## config.mk

```make
export PLATFORM = sky130hd
export DESIGN_NAME = ps2_host_transmitter_flat
export DESIGN_NICKNAME = d
export VERILOG_FILES = /design/src/rtl/ps2_pkg.sv /design/src/rtl/ps2_host_transmitter_if.sv /design/src/rtl/ps2_falling_edge_detect.sv /design/src/rtl/ps2_host_transmitter.sv /design/src/flat_wrapper.sv
export SDC_FILE = /design/constraint.sdc
export NUM_CORES = 1
export LEC_CHECK = 0
export ABC_CLOCK_PERIOD_IN_PS = 3100
export BUFFER_PORTS_ARGS = -buffer_cell sky130_fd_sc_hd__buf_2
export CAP_MARGIN = 20
export CORE_ASPECT_RATIO = 0.8
export CORE_UTILIZATION = 30
export CTS_CLUSTER_DIAMETER = 200
export DETAILED_ROUTE_END_ITERATION = 16
export PLACE_DENSITY = 0.54
export RECOVER_POWER = 100
export SKIP_CTS_REPAIR_TIMING = 1
export SYNTH_ARGS = -nofsm -noshare
export SYNTH_HDL_FRONTEND = slang
export SYNTH_SLANG_ARGS = --single-unit
```

## constraint.sdc

```tcl
create_clock -name clk -period 3.1 [get_ports clk]
set_clock_uncertainty 0.15 [all_clocks]
set_input_delay 0.62 -clock clk [delete_from_list [all_inputs] [get_ports clk]]
set_output_delay 0.62 -clock clk [all_outputs]
set_load 0.02 [all_outputs]
```

## src/rtl/ps2_pkg.sv

```systemverilog
// Shared PS/2 definitions: transmitter states, host command bytes and frame geometry.
package ps2_pkg;

    typedef enum logic [2:0] {
        StIdle,
        StInhibit,
        StRequest,
        StSend,
        StAck,
        StWaitIdle,
        StDone
    } ps2_tx_state_t;

    localparam logic [7:0] PS2_CMD_SET_LEDS = 8'hED;
    localparam logic [7:0] PS2_CMD_RESET    = 8'hFF;
    localparam logic [7:0] PS2_CMD_ENABLE   = 8'hF4;

    // start + 8 data + parity + stop
    localparam int unsigned PS2_FRAME_BITS = 11;

    function automatic logic odd_parity(input logic [7:0] b);
        return ~^b;
    endfunction

endpackage

```

## src/rtl/ps2_host_transmitter_if.sv

```systemverilog
// Command-byte handshake between a requester and the PS/2 host transmitter.
interface ps2_host_transmitter_if;

    logic [7:0] tx_data;
    logic       tx_valid;
    logic       tx_ready;
    logic       tx_busy;
    logic       tx_done;
    logic       tx_error;

    modport master (
        output tx_data,
        output tx_valid,
        input  tx_ready,
        input  tx_busy,
        input  tx_done,
        input  tx_error
    );

    modport slave (
        input  tx_data,
        input  tx_valid,
        output tx_ready,
        output tx_busy,
        output tx_done,
        output tx_error
    );

endinterface

```

## src/rtl/ps2_falling_edge_detect.sv

```systemverilog
// Falling-edge detector for a conditioned PS/2 line; shareable with the receive path.
module ps2_falling_edge_detect (
    input  logic clk,
    input  logic rst_n,
    input  logic ps2_line,
    output logic fall
);

    logic prev_clk;

    always_ff @(posedge clk) begin
        if (!rst_n) begin
            prev_clk <= 1'b1;
        end else begin
            prev_clk <= ps2_line;
        end
    end

    assign fall = prev_clk & ~ps2_line;

endmodule

```

## src/rtl/ps2_host_transmitter.sv

```systemverilog
// PS/2 host-to-device transmitter: request-to-send, 11-bit frame shift-out, ACK check,
// with a watchdog on device clock activity. Bus is driven through open-drain enables.
module ps2_host_transmitter
    import ps2_pkg::*;
#(
    parameter int unsigned INHIBIT_CYCLES = 5000,
    parameter int unsigned TIMEOUT_CYCLES = 750000
) (
    input  logic                   clk,
    input  logic                   rst_n,
    input  logic                   keyboard_clk,
    input  logic                   keyboard_data,
    ps2_host_transmitter_if.slave  tx,
    output logic                   ps2_clk_oe,
    output logic                   ps2_data_oe
);

    localparam int unsigned InhW = $clog2(INHIBIT_CYCLES + 1);
    localparam int unsigned ToW  = $clog2(TIMEOUT_CYCLES + 1);

    localparam logic [InhW-1:0] InhLast    = InhW'(INHIBIT_CYCLES - 1);
    localparam logic [ToW-1:0]  ToLimit    = ToW'(TIMEOUT_CYCLES);
    localparam logic [3:0]      BitRelease = 4'(PS2_FRAME_BITS - 2);

    ps2_tx_state_t   state_q, state_d;
    logic [InhW-1:0] inh_cnt_q, inh_cnt_d;
    logic [ToW-1:0]  to_cnt_q, to_cnt_d;
    logic [3:0]      bit_cnt_q, bit_cnt_d;
    logic [8:0]      shift_q, shift_d;
    logic            ack_ok_q, ack_ok_d;
    logic            clk_oe_q, clk_oe_d;
    logic            data_oe_q, data_oe_d;
    logic            ready_q, busy_q, done_q, error_q;
    logic            fall;

    ps2_falling_edge_detect u_fall (
        .clk      (clk),
        .rst_n    (rst_n),
        .ps2_line (keyboard_clk),
        .fall     (fall)
    );

    always_comb begin
        state_d   = state_q;
        inh_cnt_d = inh_cnt_q;
        to_cnt_d  = to_cnt_q;
        bit_cnt_d = bit_cnt_q;
        shift_d   = shift_q;
        ack_ok_d  = ack_ok_q;
        clk_oe_d  = 1'b0;
        data_oe_d = data_oe_q;

        unique case (state_q)
            StIdle: begin
                data_oe_d = 1'b0;
                if (tx.tx_valid && ready_q) begin
                    state_d   = StInhibit;
                    clk_oe_d  = 1'b1;
                    inh_cnt_d = '0;
                    bit_cnt_d = '0;
                    shift_d   = {odd_parity(tx.tx_data), tx.tx_data};
                    ack_ok_d  = 1'b0;
                end
            end
            StInhibit: begin
                clk_oe_d = 1'b1;
                if (inh_cnt_q == InhLast) begin
                    state_d   = StRequest;
                    data_oe_d = 1'b1;
                end else begin
                    inh_cnt_d = inh_cnt_q + 1'b1;
                end
            end
            StRequest: begin
                // Releasing the clock with data held low presents the start bit.
                state_d   = StSend;
                data_oe_d = 1'b1;
                to_cnt_d  = '0;
            end
            StSend: begin
                if (fall) begin
                    bit_cnt_d = bit_cnt_q + 4'd1;
                    if (bit_cnt_q == BitRelease) begin
                        data_oe_d = 1'b0;
                        state_d   = StAck;
                    end else begin
                        data_oe_d = ~shift_q[0];
                        shift_d   = {1'b0, shift_q[8:1]};
                    end
                end
            end
            StAck: begin
                if (fall) begin
                    ack_ok_d  = ~keyboard_data;
                    bit_cnt_d = bit_cnt_q + 4'd1;
                    state_d   = StWaitIdle;
                end
            end
            StWaitIdle: begin
                if (keyboard_clk && keyboard_data) begin
                    state_d = StDone;
                end
            end
            StDone: begin
                data_oe_d = 1'b0;
                state_d   = StIdle;
            end
            default: begin
                state_d = StIdle;
            end
        endcase

        // Watchdog on device clock activity; a fall restarts it.
        if (state_q inside {StSend, StAck, StWaitIdle}) begin
            to_cnt_d = fall ? '0 : to_cnt_q + 1'b1;
            if (to_cnt_d == ToLimit) begin
                state_d   = StDone;
                clk_oe_d  = 1'b0;
                data_oe_d = 1'b0;
                ack_ok_d  = 1'b0;
            end
        end
    end

    always_ff @(posedge clk) begin
        if (!rst_n) begin
            state_q   <= StIdle;
            inh_cnt_q <= '0;
            to_cnt_q  <= '0;
            bit_cnt_q <= '0;
            shift_q   <= '0;
            ack_ok_q  <= 1'b0;
            clk_oe_q  <= 1'b0;
            data_oe_q <= 1'b0;
            ready_q   <= 1'b1;
            busy_q    <= 1'b0;
            done_q    <= 1'b0;
            error_q   <= 1'b0;
        end else begin
            state_q   <= state_d;
            inh_cnt_q <= inh_cnt_d;
            to_cnt_q  <= to_cnt_d;
            bit_cnt_q <= bit_cnt_d;
            shift_q   <= shift_d;
            ack_ok_q  <= ack_ok_d;
            clk_oe_q  <= clk_oe_d;
            data_oe_q <= data_oe_d;
            ready_q   <= (state_d == StIdle);
            busy_q    <= (state_d != StIdle);
            done_q    <= (state_d == StDone);
            error_q   <= (state_d == StDone) & ~ack_ok_d;
        end
    end

    assign ps2_clk_oe  = clk_oe_q;
    assign ps2_data_oe = data_oe_q;
    assign tx.tx_ready = ready_q;
    assign tx.tx_busy  = busy_q;
    assign tx.tx_done  = done_q;
    assign tx.tx_error = error_q;

endmodule
```

## src/flat_wrapper.sv

```systemverilog
// flat-port wrapper written by rule: the top's interface ports become plain ports
module ps2_host_transmitter_flat import ps2_pkg::*;
#(
    parameter int unsigned INHIBIT_CYCLES = 5000,
    parameter int unsigned TIMEOUT_CYCLES = 750000
)
  (clk, rst_n, keyboard_clk, keyboard_data, ps2_clk_oe, ps2_data_oe, tx_tx_data, tx_tx_valid, tx_tx_ready, tx_tx_busy, tx_tx_done, tx_tx_error);
  ps2_host_transmitter_if tx_i ();
  input  logic clk;
  input  logic rst_n;
  input  logic keyboard_clk;
  input  logic keyboard_data;
  output logic ps2_clk_oe;
  output logic ps2_data_oe;
  input wire logic [$bits(tx_i.tx_data)-1:0] tx_tx_data;
  input wire logic [$bits(tx_i.tx_valid)-1:0] tx_tx_valid;
  output wire logic [$bits(tx_i.tx_ready)-1:0] tx_tx_ready;
  output wire logic [$bits(tx_i.tx_busy)-1:0] tx_tx_busy;
  output wire logic [$bits(tx_i.tx_done)-1:0] tx_tx_done;
  output wire logic [$bits(tx_i.tx_error)-1:0] tx_tx_error;
  assign tx_i.tx_data = tx_tx_data;
  assign tx_i.tx_valid = tx_tx_valid;
  assign tx_tx_ready = tx_i.tx_ready;
  assign tx_tx_busy = tx_i.tx_busy;
  assign tx_tx_done = tx_i.tx_done;
  assign tx_tx_error = tx_i.tx_error;
  ps2_host_transmitter #(.INHIBIT_CYCLES(INHIBIT_CYCLES), .TIMEOUT_CYCLES(TIMEOUT_CYCLES)) u_core (.clk(clk), .rst_n(rst_n), .keyboard_clk(keyboard_clk), .keyboard_data(keyboard_data), .tx(tx_i), .ps2_clk_oe(ps2_clk_oe), .ps2_data_oe(ps2_data_oe));
endmodule
```

==> impl_metrics.py <==
metrics = {
    "global_routing": {
        "grtUsageTotal_pct": 15.10,
        "antenna_found_initial": 0,
        "grt_max_degree": 38,
        "grt_pass1_vias": 2513,
        "grt-ovfl-total": 0,
        "grt_pass1_wl_mm": 12.50,
    },
    "critical_path": {
        "critPathLaunchType": "flip-flop",
        "critPathCaptureType": "flip-flop",
        "reg2reg_depth": 7,
        "critPathKind": "reg2reg",
        "critPathMaxStageDelay_ns": 0.69,
        "worst_ep_arrival_time_ns": 2.80,
        "reg2reg_to": "u_core.ack_ok_q",
        "worstPathBufferInverterCount": 0,
        "cp_max_fo": 7,
        "r2r-start": "u_core.to_cnt_q[0]",
        "cp.required_ns": 3.13,
        "critPathSlowestCell": "or4_1",
        "reg2reg_setup_slack_ns": 0.33,
        "path_cells": "ha_1, nand4_1, nor4b_2, xor2_1, nand2_1, or4_1, nor3b_1",
        "crit_family": "simple AND/OR/NAND/NOR gates",
    },
    "placement": {
        "port_buffers": 18,
        "place_hpwl_mm": 5.112,
        "place_inst": 516,
        "place_area_mm2": 0.003281,
        "routabilityCongestion": 0.8123,
    },
    "finish": {
        "final_cell_area_mm2": 0.003526,
        "finalNonFillerCells": 531,
        "layout-drive-gt1-share_pct": 11.14,
        "nets": 409,
        "syn_to_final_growth_pct": 14.60,
        "final_cell_mix": "dfxtp_1 (57), nor2_1 (47), nand2_1 (41)",
        "diodes": 0,
        "final_common_cell": "dfxtp_1",
    },
    "yosys": {
        "netlist_area_mm2": 0.003077,
        "yosysUniqueCellTypes": 58,
        "postSynthCellCount": 379,
        "ys_ff_latch": 57,
        "synth-edff-count": 0,
        "syn_nets": 396,
        "synth-seq-area-share_pct": 37.09,
        "synth_warnings": 0,
        "syn_avg_cell_area_um2": 8.118,
        "synthFlopType": "dfxtp_1",
        "synthArstFlopShare_pct": 0,
    },
    "sta": {
        "max_freq_mhz": 361.0,
        "fin_crit_sh_pct": 89.35,
        "worst_pin_slew_ns": 0.8536,
        "fin_tns_setup_ns": 0,
        "post-route-min-period_ns": 2.770,
        "relSlewSlack_pct": 42.88,
        "slew_violations": 0,
        "hold_viol": 0,
        "rsz0062_at_grt": "false",
        "setup_viol": 0,
    },
    "clock_tree": {
        "htree_levels": 3,
        "clock_sinks": 57,
        "clkTransAtPathRegs_ns": 0.05,
        "cts_root_buf": "clkbuf_16",
        "ctsLongestPathBuffers": 2,
        "clock_latency_ns": 0.33,
        "cts_tree": "built",
        "cts_buffers": 9,
    },
    "detailed_routing": {
        "vias": 2723,
        "wl_per_cell_um": 13.86,
        "drc": 0,
        "first_pass_iters": 5,
        "ant_nets": 0,
        "routed_wl_mm": 7.359,
        "drt_iter0_drc": 165,
        "viasPerCell": 5.128,
    },
    "floorplanning": {
        "start_util_pct": 31.36,
        "coreArea_mm2": 0.009809,
        "io-pin-count": 19,
        "die_w_um": 115.2,
        "dieArea_mm2": 0.01067,
        "die_height_um": 92.58,
        "rows": 32,
    },
    "min_path": {
        "min-delay-start": "u_core.shift_q[3]",
        "min_path_type": "reg2reg",
        "hold_path_end": "u_core.shift_q[2]",
        "hold_depth": 2,
    },
    "power_and_ir_drop": {
        "total_power_mw": 1.809,
        "p_leak_nw": 1.210,
        "power_density_mw_per_mm2": 512.9,
        "peakVddDrop_uv": 219.4,
    },
    "flow_run": {
        "max_cap_violations": 0,
    },
    "run_status": {
        "status": "complete, no violations",
    },
}
[cell usage after synthesis, types with 7 or more instances]
| master | n | area, µm² |
|---|---|---|
| nand2b_1 | 7 | 43.79 |
| clkbuf_1 | 16 | 60.06 |
| a21oi_1 | 23 | 115.1 |
| xnor2_1 | 22 | 192.7 |
| dfxtp_1 | 57 | 1141 |
| nor4_1 | 7 | 43.79 |
| nand2_1 | 41 | 153.9 |
| a311oi_1 | 11 | 96.34 |
| o21ai_0 | 14 | 70.07 |
| xor2_1 | 9 | 78.83 |
| nand3_1 | 13 | 65.06 |
| nor2_1 | 47 | 176.4 |
| nand4_1 | 8 | 50.05 |
| nor3_1 | 11 | 55.05 |
[layout make-up]
class | instances | area [µm²]
Clock buffer | 11 | 252.7
Clock inverter | 3 | 17.52
Fill cell | 1017 | 6284
Inverter | 7 | 26.28
Multi-Input combinational cell | 292 | 1792
Sequential cell | 57 | 1141
Tap cell | 136 | 170.2
Timing Repair Buffer | 25 | 126.4
[registers in the layout (all words and copies together), names as in the netlist]
signal / cells
u_core.ps2_clk_oe: 1
u_core.state_q: 3
u_core.ps2_data_oe: 1
u_core.tx.tx_done: 1
u_core.ack_ok_q: 1
u_core.tx.tx_error: 1
u_core.u_fall.prev_clk: 1
u_core.tx.tx_busy: 1
u_core.bit_cnt_q: 4
u_core.to_cnt_q: 20
u_core.shift_q: 9
u_core.tx.tx_ready: 1
u_core.inh_cnt_q: 13
[report_power, final]
| part | total, mW | internal [mW] | switching [mW] |
|---|---|---|---|
| Combinational | 0.141 | 0.0517 | 0.0890 |
| Sequential | 0.769 | 0.757 | 0.0126 |
| Clock | 0.898 | 0.571 | 0.328 |
[worst min-delay path: stages, from the launching register on]
cell,delay (ns)
dfxtp_1,0.31
nand2_1,0.05
a311oi_1,0.07
[logic make-up (layout without fill, tap and decap cells)]
group                      after synthesis  in the layout  share of synthesized area, %
and+or+nand+nor                        175            175                         30.54
AOI/OAI and AO/OA                       82             82                         17.77
DFF                                     57             57                         37.09
xor gates and xnor gates                31             31                         8.825
buffers and inverters                   30             46                         4.148
adders and majority gates                4              4                         1.627
[per-stage QoR]
| stage | worst slack [ns] | utilization, % | hold WS [ns] |
|---|---|---|---|
| floorplan | 0.6227 | - | 0.3041 |
| global placement | 0.3537 | 33.44 | 0.3144 |
| detailed placement | 0.3071 | 33.44 | 0.3265 |
| CTS | 0.2970 | 36.20 | 0.3330 |
| global route | 0.1745 | 35.94 | 0.3477 |
| finish | 0.3302 | 35.94 | 0.3295 |
[metal layers]
layer,share of wire [%],global-route usage [%]
met1,54,21.82
met2,39,20.38
met4,1.5,5.952
met3,5.5,4.777
met5,0,0
[how the worst max path moves through the flow]
stage,from,endpoint,slack [ns],cells after the start
floorplan,u_core.to_cnt_q[0],u_core.ack_ok_q,0.62,8
global placement,u_core.to_cnt_q[0],u_core.ack_ok_q,0.35,7
detailed placement,u_core.to_cnt_q[0],u_core.ack_ok_q,0.31,7
CTS,u_core.to_cnt_q[0],u_core.ack_ok_q,0.30,7
global route,u_core.to_cnt_q[0],u_core.state_q[0],0.17,7
finish,u_core.to_cnt_q[0],u_core.ack_ok_q,0.33,7
Power figures use the tool's default switching activity.
